[src/rtl/pipeline_hazard_ctrl.sv]
// rtl/pipeline_hazard_ctrl.sv - 5-stage pipeline hazard, flush, forwarding and memory-wait controller
// Optional performance counters are enabled with `define HAZARD_PERF_CNT_EN.
module pipeline_hazard_ctrl #(
    parameter int MEM_TIMEOUT = 16,
    parameter int CNT_W       = 32
) (
    input  logic             clk,
    input  logic             reset,
    input  logic [4:0]       rs1_id,
    input  logic [4:0]       rs2_id,
    input  logic             rs1_used_id,
    input  logic             rs2_used_id,
    input  logic [4:0]       rd_ex,
    input  logic             memread_ex,
    input  logic [1:0]       jump_flag_ex,
    input  logic [4:0]       rs1_ex,
    input  logic [4:0]       rs2_ex,
    input  logic [4:0]       rd_mem,
    input  logic             regwrite_mem,
    input  logic [4:0]       rd_wb,
    input  logic             regwrite_wb,
    input  logic             mem_req_mem,
    input  logic             mem_ready,
    output logic             pc_write_en,
    output logic             ifid_write_en,
    output logic             idex_write_en,
    output logic             exmem_write_en,
    output logic             memwb_write_en,
    output logic             ifid_flush,
    output logic             idex_flush,
    output logic [1:0]       fwd_a,
    output logic [1:0]       fwd_b,
    output logic             stall,
    output logic             mem_err,
    output logic [CNT_W-1:0] stall_cnt,
    output logic [CNT_W-1:0] flush_cnt
);

    localparam logic [0:0] ST_RUN      = 1'b0;
    localparam logic [0:0] ST_MEM_WAIT = 1'b1;
    localparam logic [7:0] WAIT_LAST   = 8'(MEM_TIMEOUT - 1);

    logic [0:0] state;
    logic [7:0] wait_cnt;
    logic       mem_err_q;

    logic in_wait;
    logic wait_exit;
    logic timeout;
    logic freeze;
    logic jump;
    logic load_use;
    logic jump_flush;

    assign in_wait   = (state == ST_MEM_WAIT);
    assign timeout   = in_wait && !mem_ready && (wait_cnt == WAIT_LAST);
    assign wait_exit = in_wait && (mem_ready || (wait_cnt == WAIT_LAST));
    // The exit cycle of a wait is treated as RUN so the access retires without re-freezing.
    assign freeze    = (in_wait && !wait_exit) || (!in_wait && mem_req_mem && !mem_ready);
    assign jump      = (jump_flag_ex != 2'b00);
    assign load_use  = memread_ex && (rd_ex != 5'd0) &&
                       ((rs1_used_id && (rs1_id == rd_ex)) || (rs2_used_id && (rs2_id == rd_ex)));
    assign jump_flush = reset && !freeze && jump;
    assign mem_err    = mem_err_q;

    always_comb begin
        pc_write_en    = 1'b1;
        ifid_write_en  = 1'b1;
        idex_write_en  = 1'b1;
        exmem_write_en = 1'b1;
        memwb_write_en = 1'b1;
        ifid_flush     = 1'b0;
        idex_flush     = 1'b0;
        stall          = 1'b0;
        if (!reset) begin
            pc_write_en    = 1'b0;
            ifid_write_en  = 1'b0;
            idex_write_en  = 1'b0;
            exmem_write_en = 1'b0;
            memwb_write_en = 1'b0;
            ifid_flush     = 1'b1;
            idex_flush     = 1'b1;
            stall          = 1'b1;
        end else if (freeze) begin
            pc_write_en    = 1'b0;
            ifid_write_en  = 1'b0;
            idex_write_en  = 1'b0;
            exmem_write_en = 1'b0;
            memwb_write_en = 1'b0;
            stall          = 1'b1;
        end else if (jump) begin
            ifid_flush = 1'b1;
            idex_flush = 1'b1;
        end else if (load_use) begin
            pc_write_en   = 1'b0;
            ifid_write_en = 1'b0;
            idex_flush    = 1'b1;
            stall         = 1'b1;
        end
    end

    always_comb begin
        fwd_a = 2'b00;
        fwd_b = 2'b00;
        if (reset) begin
            if (regwrite_mem && (rd_mem != 5'd0) && (rd_mem == rs1_ex)) begin
                fwd_a = 2'b10;
            end else if (regwrite_wb && (rd_wb != 5'd0) && (rd_wb == rs1_ex)) begin
                fwd_a = 2'b01;
            end
            if (regwrite_mem && (rd_mem != 5'd0) && (rd_mem == rs2_ex)) begin
                fwd_b = 2'b10;
            end else if (regwrite_wb && (rd_wb != 5'd0) && (rd_wb == rs2_ex)) begin
                fwd_b = 2'b01;
            end
        end
    end

    always_ff @(posedge clk) begin
        if (!reset) begin
            state     <= ST_RUN;
            wait_cnt  <= 8'd0;
            mem_err_q <= 1'b0;
        end else begin
            case (state)
                ST_RUN: begin
                    wait_cnt <= 8'd0;
                    if (mem_req_mem && !mem_ready) begin
                        state <= ST_MEM_WAIT;
                    end
                end
                ST_MEM_WAIT: begin
                    if (wait_exit) begin
                        state    <= ST_RUN;
                        wait_cnt <= 8'd0;
                        if (timeout) begin
                            mem_err_q <= 1'b1;
                        end
                    end else begin
                        wait_cnt <= wait_cnt + 8'd1;
                    end
                end
                default: begin
                    state    <= ST_RUN;
                    wait_cnt <= 8'd0;
                end
            endcase
        end
    end

`ifdef HAZARD_PERF_CNT_EN
    localparam logic [CNT_W-1:0] CNT_ONE = 1;
    logic [CNT_W-1:0] stall_cnt_q;
    logic [CNT_W-1:0] flush_cnt_q;

    // Counters saturate at all-ones.
    always_ff @(posedge clk) begin
        if (!reset) begin
            stall_cnt_q <= '0;
            flush_cnt_q <= '0;
        end else begin
            if (stall && (stall_cnt_q != '1)) begin
                stall_cnt_q <= stall_cnt_q + CNT_ONE;
            end
            if (jump_flush && (flush_cnt_q != '1)) begin
                flush_cnt_q <= flush_cnt_q + CNT_ONE;
            end
        end
    end

    assign stall_cnt = stall_cnt_q;
    assign flush_cnt = flush_cnt_q;
`else
    logic unused_perf;
    assign unused_perf = jump_flush;
    assign stall_cnt   = '0;
    assign flush_cnt   = '0;
`endif

endmodule

[config.mk]
export PLATFORM = sky130hd
export DESIGN_NAME = pipeline_hazard_ctrl
export DESIGN_NICKNAME = d
export VERILOG_FILES = /design/src/rtl/pipeline_hazard_ctrl.sv
export SDC_FILE = /design/constraint.sdc
export NUM_CORES = 1
export LEC_CHECK = 0
export ABC_CLOCK_PERIOD_IN_PS = 2100
export CAP_MARGIN = 20
export CORE_MARGIN = 5
export CORE_UTILIZATION = 63
export DETAILED_ROUTE_END_ITERATION = 8
export DONT_BUFFER_PORTS = 1
export HOLD_SLACK_MARGIN = 0.06
export PLACE_DENSITY_LB_ADDON = 0.1
export SETUP_SLACK_MARGIN = 0.1
export SLEW_MARGIN = 20
export SYNTH_ARGS = -nofsm -noshare
export SYNTH_HDL_FRONTEND = slang
export SYNTH_SLANG_ARGS = --single-unit
[constraint.sdc]
create_clock -name clk -period 2.1 [get_ports clk]
set_input_delay 0.21 -clock clk [delete_from_list [all_inputs] [get_ports clk]]
set_output_delay 0.21 -clock clk [all_outputs]
set_load 0.02 [all_outputs]
==> results by group, run 1 <==
Clock tree
  • Clk Latency, worst-skew pair: 0.27 ns
  • Clock sink total: 10
  • CTS Buffer Depth: 2
  • Number of buffers created by CTS: 3
  • Clk slew on worst S/H paths: 0.06 ns
  • CTS tree: yes
  • Root buffer cell: clkbuf_4
  • H-tree depth: 1

GRT
  • First-pass GRT wire length: 3.95 mm
  • Vias in the first global route: 849
  • GRT Total Usage: 0.149
  • Initial antenna violation count: 0
  • Global route total overflow: 0
  • Largest net degree at the start of global routing: 9

Min path
  • Hold Path Class: input pin to flip-flop
  • Worst hold start: reset

Timing
  • Final TNS setup: 0 ns
  • Fin worst setup slack: 0.222 ns
  • Hold Violations, Final: 0
  • Crit path time final: 1.88 ns
  • Final period utilization: 0.894
  • F_max: 532 MHz
  • Clock Skew: 0.00262 ns
  • Final Max Tran Viols: 0
  • # setup viols final: 0
  • RSZ-0062 raised after global routing: false

Yosys
  • Synth cell types: 35
  • Post-synth top area cell: buf_4
  • Post-synthesis compound-gate area fraction: 0.0812
  • Adder-cell area share of the yosys netlist: 0.00903
  • Simple-Gate Fraction of Synth Area: 0.171
  • Multiplexer share of the synthesized area: 0
  • YS warnings: 0
  • XOR/XNOR share of the synthesized area: 0.221
  • Syn Inst Count: 169
  • Synth area leaders: buf_4 (36%), xor2_1 (15%), dfxtp_1 (14%)
  • Syn_area_per_cell: 8.20 sq um
  • Seq/Total Area, Yosys: 0.144
  • Post-synthesis register bit count: 10
  • Post-synth top area share: 0.363
  • Largest family of logic cells by synthesized area: buffers and inverters
  • Area of the mapped netlist: 1390 sq um

Finish
  • Post-layout util: 0.600
  • # nets final: 224
  • Area Growth Syn to Fin: -7.04%
  • N_diodes: 0
  • Fraction of layout cells with a size suffix above 1: 0.136
  • Fill cell count: 220

Floorplan
  • Io pins: 123
  • Core ar.: 2150 sq um
  • Initial core utilization: 0.645
  • Die Ht: 56.9 um
  • Die X-Extent: 56.9 um
  • Die area: 3240 sq um
  • Row count: 17

Setup path
  • CP startpoint kind: flip-flop
  • CP Class: flip-flop to output pin
  • Setup crit end kind: output pin
  • CP required: 1.89 ns
  • Crit. Startpoint: wait_cnt[4]
  • WP data arrival: 1.67 ns
  • FF-to-FF Start: wait_cnt[4]
  • Crit path max fanout: 4

Drt
  • First drt pass iteration count: 4
  • Via count: 909
  • Drt drc: 0
  • WL per Instance: 13.2 um
  • Antenna Nets Post-Route: 0
  • Via-per-instance ratio: 4.46
  • DRC marker count from the first detailed-route iteration: 15
  • Final WL: 2.68 mm

Placed design
  • IO Port Bufs: 0
  • HPWL after DPL: 2.41 mm
  • RePlAce Congestion: 0.838
  • Pre-CTS setup slack: 0.240 ns

Pwr
  • Peak VDD IR: 0.000384 V
  • Power per Cell Area: 447 nW/um^2
  • Static leakage power: 0.559 nW

Flow run
  • Max cap viols: 0

Run status
  • Status: complete, no violations
[where the power goes]
part           internal (mW)  switching [mW]  leakage (nW)  total [mW]
Combinational         0.0562           0.154         0.457       0.211
Clock                  0.105          0.0673        0.0210       0.173
Sequential             0.191         0.00156        0.0812       0.193
Total                  0.353           0.223         0.559       0.576
[state kept, by name, summed over array words and instances, names as in the netlist]
| signal | cells |
|---|---|
| wait_cnt | 8 |
| in_wait | 1 |
| mem_err | 1 |
[area by class of cell]
| cell class | count | area, sq um | share of cell area |
|---|---|---|---|
| Sequential cell | 10 | 201 | 0.156 |
| Clock buffer | 4 | 36.3 | 0.0282 |
| Multi-Input combinational cell | 152 | 933 | 0.724 |
| Inverter | 2 | 7.51 | 0.00583 |
| Timing Repair Buffer | 8 | 75.1 | 0.0583 |
| Tap cell | 28 | 35.0 | 0.0272 |
[synth_stat cells]
cell type,count
buf_4,67
o21bai_1,1
o41ai_1,1
nor4_2,2
o211ai_1,1
nor4_1,4
xnor2_1,11
clkbuf_1,1
nor4_4,1
a311oi_1,1
o41a_1,1
or3_1,1
or4_1,5
nand2b_1,1
and3_1,1
nor2_1,9
a32oi_1,1
inv_1,2
and2_0,1
nor2b_1,1
nand2_1,3
nor3_1,2
xor2_1,24
conb_1,1
and2_2,2
nand3_1,4
or2_2,1
a21oi_1,2
dfxtp_1,10
a311oi_2,1
o21ai_0,2
o21ai_2,1
ha_1,1
o21a_1,1
a211o_1,1
[placed cells by master (no fill, tap or decap), types with 3 or more instances in the layout]
cell type / instances
buf_4: 6
xnor2_1: 11
nand3_1: 4
clkbuf_4: 3
nor4_1: 4
or4_1: 5
nand2_1: 3
dfxtp_1: 9
nor2_1: 9
conb_1: 64
xor2_1: 24
[logic make-up (layout without fill, tap and decap cells)]
family | Yosys count | in the layout
adder cells (fa/ha/maj) | 1 | 1
buffers and inverters | 70 | 14
flip-flops | 10 | 10
AND/OR/NAND/NOR | 38 | 38
other | 1 | 64
AO/OA/AOI/OAI | 14 | 14
XOR/XNOR | 35 | 35
[what timing repair did]
action                                  in CTS  in global routing
pin swaps                                    0                  1
hold buffers                                 1                  0
setup buffers                                0                  1
resized for setup                            3                  3
gates cloned                                 0                  0
hold endpoints to repair                     1                  0
endpoints found under the setup margin       4                  4
[per-stage QoR]
step | hold WS, ns | total power, mW | instance area [sq um] | cells
final | 0.132 | 0.576 | 1290 | 204
after global routing | 0.140 | 0.616 | 1290 | 204
after CTS | 0.124 | 0.575 | 1270 | 203
after detailed placement | 0.333 | 0.397 | 1210 | 198
after global placement | 0.333 | 0.395 | 1210 | 198
after floorplan | 0.328 | 0.473 | 1630 | 232
[layer usage]
layer	vias up	global-route usage	share of wire
li1	446	-	-
met1	418	0.154	0.32
met2	40	0.266	0.56
met3	5	0.0713	0.11
met4	0	0.0397	0.0071
met5	-	0	0
[final timing paths]
kind / end / slack [ns] / cells after the start
worst max register to register: wait_cnt[6] / 0.75 / 4
worst min-delay path: in_wait / 0.13 / 2
worst min register to register: wait_cnt[0] / 0.42 / 1
worst max-delay path: idex_flush / 0.22 / 4
[critical path, cell delays in order (launching register included)]
cell and delay [ns]:
dfxtp_1 0.36, nor4_4 0.36, a311oi_2 0.16, or2_2 0.32
o21bai_4 0.19
(Power assumes the default switching activity.)
==> run 2: changes to the inputs <==
==> config.mk (replaced) <==
export PLATFORM = sky130hd
export DESIGN_NAME = pipeline_hazard_ctrl
export DESIGN_NICKNAME = d
export VERILOG_FILES = /design/src/rtl/pipeline_hazard_ctrl.sv
export SDC_FILE = /design/constraint.sdc
export NUM_CORES = 1
export LEC_CHECK = 0
export ABC_CLOCK_PERIOD_IN_PS = 2400
export CORE_MARGIN = 5
export CORE_UTILIZATION = 68
export DETAILED_ROUTE_END_ITERATION = 8
export DONT_BUFFER_PORTS = 1
export HOLD_SLACK_MARGIN = 0.06
export PLACE_DENSITY_LB_ADDON = 0.1
export SETUP_SLACK_MARGIN = 0.1
export SLEW_MARGIN = 10
export SYNTH_ARGS = -nofsm -noshare
export SYNTH_HDL_FRONTEND = slang
export SYNTH_SLANG_ARGS = --single-unit
==> constraint.sdc (replaced) <==
create_clock -name clk -period 2.4 [get_ports clk]
set_input_delay 0.24 -clock clk [delete_from_list [all_inputs] [get_ports clk]]
set_output_delay 0.24 -clock clk [all_outputs]
set_load 0.02 [all_outputs]
==> run 2 against run 1 <==
  * Routed wire length increased by 0.48%
  * Sequential share of layout area grew 0.73 points
  * Cell area is 5.0% lower
  * Die area shrank 6.1%
  * Global-route usage grew 0.79 points
  * Core utilization grew 2.4 points
  * Clock power decreased by 11%
  * Cell count fell by 2.5%
  * Largest cell class unchanged
  * Largest power group unchanged
==> results by group, run 2 (synthesis results as in run 1) <==
Placed design
  • HPWL after DPL: 2.43 mm (+1.1%)
  • Placed instance count: 195 (-1.5%)
  • Pre-CTS setup slack: 0.427 ns (+0.187 ns)
  • RePlAce Congestion: 0.837 (about the same)
  • IO Port Bufs: 0 (unchanged)

Setup path
  • Delay of the slowest critical-path stage: 0.35 ns (about the same)
  • CP required: 2.16 ns (+0.27 ns)
  • CP top delay family: simple AND/OR/NAND/NOR gates
  • CP startpoint kind: flip-flop
  • Crit path buf inv count: 0 (unchanged)
  • Cell Chain, Critical Path: ha_1 -> and3_1 -> a311oi_2 -> or2_2 -> o21bai_2
  • CP max stage cell: dfxtp_1
  • Crit path max fanout: 6 (+2)
  • CP Class: flip-flop to output pin
  • Setup crit end kind: output pin
  • WP data arrival: 1.84 ns (+0.17 ns)

Finish
  • Largest Register: wait_cnt
  • N_diodes: 0 (unchanged)
  • Post-layout util: 0.624 (+0.0238)
  • Fraction of layout cells with a size suffix above 1: 0.105 (-0.0317)
  • Fill cell count: 190 (-14%)
  • Most common cell after layout, fill and taps aside: conb_1
  • Most frequent cells in the layout: conb_1 (64), xor2_1 (24), xnor2_1 (11)
  • Max FFs per register: 8 (unchanged)
  • Non-filler cells, final: 199 (-2.5%)
  • # nets final: 220 (-1.8%)
  • Area Growth Syn to Fin: -11.7%

Pwr
  • Static leakage power: 0.535 nW (-4.4%)
  • Power per Cell Area: 408 nW/um^2 (-8.7%)
  • Peak VDD IR: 0.000255 V (-34%)
  • Tot Pwr: 499 uW (-13%)

Floorplan
  • Die X-Extent: 55.2 um (-3.1%)
  • Io pins: 123 (unchanged)
  • Die Ht: 55.2 um (-3.1%)
  • Die area: 3040 sq um (-6.1%)
  • Initial core utilization: 0.707 (+0.0613)
  • Row count: 16 (-1)
  • Core ar.: 1960 sq um (-8.7%)

Run status
  • Status: complete, no violations

Clock tree
  • Number of buffers created by CTS: 3 (unchanged)
  • CTS tree: yes
  • Post-CTS Setup Inserts: 0 (unchanged)
  • CTS Buffer Depth: 2 (unchanged)
  • H-tree depth: 1 (unchanged)
  • Clk Latency, worst-skew pair: 0.28 ns (about the same)
  • Clock sink total: 10 (unchanged)
  • Clk slew on worst S/H paths: 0.07 ns (about the same)
  • Root buffer cell: clkbuf_4

Timing
  • Crit path time final: 2.08 ns
  • RSZ-0062 raised after global routing: false
  • Final Max Tran Viols: 0 (unchanged)
  • Final period utilization: 0.865
  • Final TNS setup: 0 ns (unchanged)
  • Fin worst setup slack: 0.324 ns (+0.102 ns)
  • Worst-margin pin slew: 0.572 ns
  • Slew headroom: 0.616
  • # setup viols final: 0 (unchanged)
  • F_max: 482 MHz
  • Clock Skew: 0.00426 ns (+0.00164 ns)
  • Hold Violations, Final: 0 (unchanged)

GRT
  • GRT Total Usage: 0.157 (+0.00792)
  • Global route total overflow: 0 (unchanged)
  • First-pass GRT wire length: 3.34 mm (-16%)
  • Most used routing layer: met2
  • Largest net degree at the start of global routing: 9 (unchanged)
  • Vias in the first global route: 790 (-6.9%)
  • GR Util met1: 0.146 (-0.00874)
  • Met3 Usage GRT: 0.0697 (-0.00156)
  • Met2 GRT Util: 0.295 (+0.0294)
  • Initial antenna violation count: 0 (unchanged)

Drt
  • Drt drc: 0 (unchanged)
  • WL per Instance: 13.5 um (+3.0%)
  • First drt pass iteration count: 4 (unchanged)
  • Via count: 917 (+0.88%)
  • DRC marker count from the first detailed-route iteration: 16 (+1)
  • Via-per-instance ratio: 4.61 (+3.4%)
  • Final WL: 2.70 mm (+0.48%)
  • Antenna Nets Post-Route: 0 (unchanged)

Min path
  • Hold Path Class: input pin to flip-flop

Flow run
  • Max cap viols: 0 (unchanged)
-- run 2: changes by cell type in the layout (fill, tap and decap cells not counted), sizes merged --
cell         delta
dlygate4sd3     -1
buf             -3
-- run 2: routing by layer --
metal,wire length [um],vias to the layer above
met4,24,0
met5,0,-
met1,862,418
met3,346,3
li1,-,439
met2,1460,57
-- run 2: path summary, 6_finish.rpt --
| path | start | end | slack, ns | cells after the start |
|---|---|---|---|---|
| worst max-delay path | wait_cnt[0] | idex_flush | 0.32 | 5 |
| worst min register to register | wait_cnt[0] | wait_cnt[0] | 0.44 | 1 |
| worst min-delay path | reset | mem_err | 0.08 | 1 |
| worst max register to register | wait_cnt[0] | wait_cnt[5] | 1.01 | 4 |
-- run 2: cell type report --
type                            instances  area (sq um)  area share
Multi-Input combinational cell        152           916       0.748
Clock buffer                            4          36.3      0.0297
Tap cell                               27          33.8      0.0276
Timing Repair Buffer                    4          30.0      0.0245
Inverter                                2          7.51     0.00613
Sequential cell                        10           200       0.164
-- run 2: where the power goes --
part	total, mW	switching (mW)	internal (mW)
Sequential	0.168	0.00123	0.167
Clock	0.154	0.0614	0.0924
Combinational	0.177	0.134	0.0431
Total	0.499	0.197	0.303
-- run 2: worst register-to-register path, stage by stage, from the launching register on --
cell     delay [ns]
dfxtp_1        0.32
ha_1           0.22
and3_1         0.26
a211o_1        0.39
a21oi_1        0.14
-- run 2: through the flow --
step | hold WS [ns] | cell area [sq um]
2_1_floorplan | 0.358 | 1620
3_3_place_gp | 0.359 | 1180
3_5_place_dp | 0.368 | 1180
4_1_cts | 0.0773 | 1220
5_1_grt | 0.0804 | 1220
6_report | 0.0821 | 1220
-- run 2: repair_timing --
action	CTS	global route
endpoints found under the setup margin	0	1
hold buffers	0	0
gates resized for setup	0	2
==> run 3: changes to the inputs <==
--- a/config.mk
+++ b/config.mk
@@ -5,9 +5,9 @@
 export SDC_FILE = /design/constraint.sdc
 export NUM_CORES = 1
 export LEC_CHECK = 0
-export ABC_CLOCK_PERIOD_IN_PS = 2400
+export ABC_CLOCK_PERIOD_IN_PS = 2200
 export CORE_MARGIN = 5
-export CORE_UTILIZATION = 68
+export CORE_UTILIZATION = 63
 export DETAILED_ROUTE_END_ITERATION = 8
 export DONT_BUFFER_PORTS = 1
 export HOLD_SLACK_MARGIN = 0.06
@@ -17,3 +17,4 @@
 export SYNTH_ARGS = -nofsm -noshare
 export SYNTH_HDL_FRONTEND = slang
 export SYNTH_SLANG_ARGS = --single-unit
+export TNS_END_PERCENT = 10
==> constraint.sdc (replaced) <==
create_clock -name clk -period 2.2 [get_ports clk]
set_input_delay 0.22 -clock clk [delete_from_list [all_inputs] [get_ports clk]]
set_output_delay 0.22 -clock clk [all_outputs]
set_load 0.02 [all_outputs]
==> run 3 against run 2 <==
  * Total power increased by 9.5%
  * Hold slack lost 0.0075 ns
  * Via count is 1.2% higher
  * Critical path depth unchanged
  * Die area grew 6.5%
  * Critical path type unchanged
==> results by group, run 3 (synthesis results as in run 1) <==
Setup path
  • Cell Chain, Critical Path: ha_1 -> and3_2 -> a311oi_2 -> or2_2 -> o21bai_2
  • Reg2Reg Depth: 4 (unchanged)
  • Reg-to-reg slack, setup: 0.80 ns (-0.21 ns)
  • CP Class: flip-flop to output pin
  • CP max stage cell: dfxtp_1
  • Crit path max fanout: 6 (unchanged)
  • Crit path buf inv count: 0 (unchanged)
  • CP startpoint kind: flip-flop
  • Setup crit end kind: output pin
  • WP data arrival: 1.76 ns (-0.08 ns)
  • Delay of the slowest critical-path stage: 0.35 ns (about the same)
  • CP required: 1.98 ns (-0.18 ns)
  • FF-to-FF Start: wait_cnt[0]
  • CP top delay family: simple AND/OR/NAND/NOR gates
  • Worst reg2reg endpoint: wait_cnt[5]

Floorplan
  • Io pins: 123 (unchanged)
  • Die area: 3240 sq um (+6.5%)
  • Core ar.: 2150 sq um (+9.5%)
  • Die X-Extent: 56.9 um (+3.2%)
  • Die Ht: 56.9 um (+3.2%)
  • Initial core utilization: 0.645 (-0.0613)
  • Row count: 17 (+1)

Timing
  • Clock Skew: 0.00340 ns (-0.000857 ns)
  • Final Max Tran Viols: 0 (unchanged)
  • Final TNS setup: 0 ns (unchanged)
  • Hold Violations, Final: 0 (unchanged)
  • Crit path time final: 1.98 ns
  • Hold_ws: 0.0746 ns (-0.00750 ns)
  • F_max: 506 MHz
  • # setup viols final: 0 (unchanged)
  • RSZ-0062 raised after global routing: false
  • Final period utilization: 0.898

Clock tree
  • Clk Latency, worst-skew pair: 0.26 ns (-0.02 ns)
  • Clk slew on worst S/H paths: 0.07 ns (about the same)
  • H-tree depth: 1 (unchanged)
  • Number of buffers created by CTS: 3 (unchanged)
  • CTS Buffer Depth: 2 (unchanged)
  • Clock sink total: 10 (unchanged)
  • Root buffer cell: clkbuf_4
  • CTS tree: yes

Flow run
  • Max cap viols: 0 (unchanged)

Pwr
  • Reg power frac: 0.336 (about the same)
  • Power per Cell Area: 431 nW/um^2 (+5.6%)
  • Clock network power share: 0.300 (-0.008)
  • Static leakage power: 0.561 nW (+4.9%)
  • Internal Power: 335 uW (+11%)
  • Peak VDD IR: 0.000348 V (+37%)
  • NetSw: 211 uW (+7.4%)
  • Logic pwr share: 0.363 (+0.008)
  • Tot Pwr: 547 uW (+9.5%)
  • Sw frac: 0.387 (-0.00746)

Drt
  • Via count: 928 (+1.2%)
  • DRC marker count from the first detailed-route iteration: 18 (+2)
  • First drt pass iteration count: 4 (unchanged)
  • WL per Instance: 13.2 um (-2.6%)
  • Drt drc: 0 (unchanged)
  • Via-per-instance ratio: 4.53 (-1.8%)
  • Antenna Nets Post-Route: 0 (unchanged)
  • Final WL: 2.71 mm (+0.33%)

GRT
  • Vias in the first global route: 783 (-0.89%)
  • First-pass GRT wire length: 3.67 mm (+9.9%)
  • Largest net degree at the start of global routing: 9 (unchanged)
  • Global route total overflow: 0 (unchanged)
  • Initial antenna violation count: 0 (unchanged)
  • GRT Total Usage: 0.139 (-0.0176)

Finish
  • Finished Cell Area: 1270 sq um (+3.7%)
  • Area Growth Syn to Fin: -8.48%
  • Max FFs per register: 8 (unchanged)
  • Non-filler cells, final: 205 (+3.0%)
  • Area of the multi-input gates: 922 sq um (+0.68%)
  • Most frequent cells in the layout: conb_1 (64), xor2_1 (24), xnor2_1 (11)
  • Fill cell count: 209 (+10%)
  • # nets final: 225 (+2.3%)
  • N_diodes: 0 (unchanged)
  • Fraction of layout cells with a size suffix above 1: 0.141 (+0.0366)
  • Most common cell after layout, fill and taps aside: conb_1
  • Largest Register: wait_cnt
  • Reg area: 200 sq um (unchanged)

Placed design
  • HPWL after DPL: 2.44 mm (+0.45%)
  • IO Port Bufs: 0 (unchanged)
  • Placed instance count: 200 (+2.6%)
  • DP Area: 1210 sq um (+2.9%)
  • RePlAce Congestion: 0.732 (-13%)

Run status
  • Status: complete, no violations

Min path
  • WHS Endpoint: mem_err
  • Hold Path Class: input pin to flip-flop
  • Worst hold start: reset
  • Hold depth: 1 (unchanged)
==> run 3: changes by cell type in the layout (fill, tap and decap cells not counted), sizes merged <==
| cell | previous run | this run |
|---|---|---|
| buf | 4 | 9 |
==> run 3: repair_timing <==
| item | in CTS | in global routing |
|---|---|---|
| gates resized for setup | 1 | 2 |
| hold buffers | 0 | 0 |
| endpoints found under the setup margin | 1 | 4 |
| buffers inserted | 0 | 1 |
| endpoints found under the hold margin | 0 | 0 |
==> run 3: power groups by stage <==
stage	combinational, mW	sequential, mW	clock, mW
4_1_cts	0.192	0.183	0.170
2_1_floorplan	0.264	0.187	0
3_5_place_dp	0.191	0.188	0
5_1_grt	0.211	0.184	0.178
6_report	0.199	0.184	0.164
3_3_place_gp	0.189	0.188	0
==> run 3: layer usage <==
metal	GRT usage	wire length, um	vias up
li1	-	-	452
met1	0.159	916	416
met3	0.0667	352	6
met5	0	0	-
met2	0.230	1380	54
met4	0.0397	54	0
==> run 3: worst max path at each step <==
stage	start	end	cells past startpoint
2_1_floorplan	wait_cnt[0]	pc_write_en	7
6_report	wait_cnt[0]	idex_flush	5
4_1_cts	wait_cnt[0]	ifid_write_en	6
3_5_place_dp	wait_cnt[0]	idex_flush	5
5_1_grt	wait_cnt[0]	idex_flush	5
3_3_place_gp	wait_cnt[0]	idex_flush	5
==> run 3: stage by stage <==
step                 util  worst slack [ns]
floorplan               -             0.130
global placement    0.565             0.358
detailed placement  0.565             0.314
CTS                 0.584             0.141
global route        0.591             0.102
finish              0.591             0.224
==> run 3: area by class of cell <==
| type | count | area share |
|---|---|---|
| Multi-Input combinational cell | 152 | 0.727 |
| Inverter | 2 | 0.00592 |
| Timing Repair Buffer | 9 | 0.0533 |
| Tap cell | 28 | 0.0276 |
| Sequential cell | 10 | 0.158 |
| Clock buffer | 4 | 0.0286 |
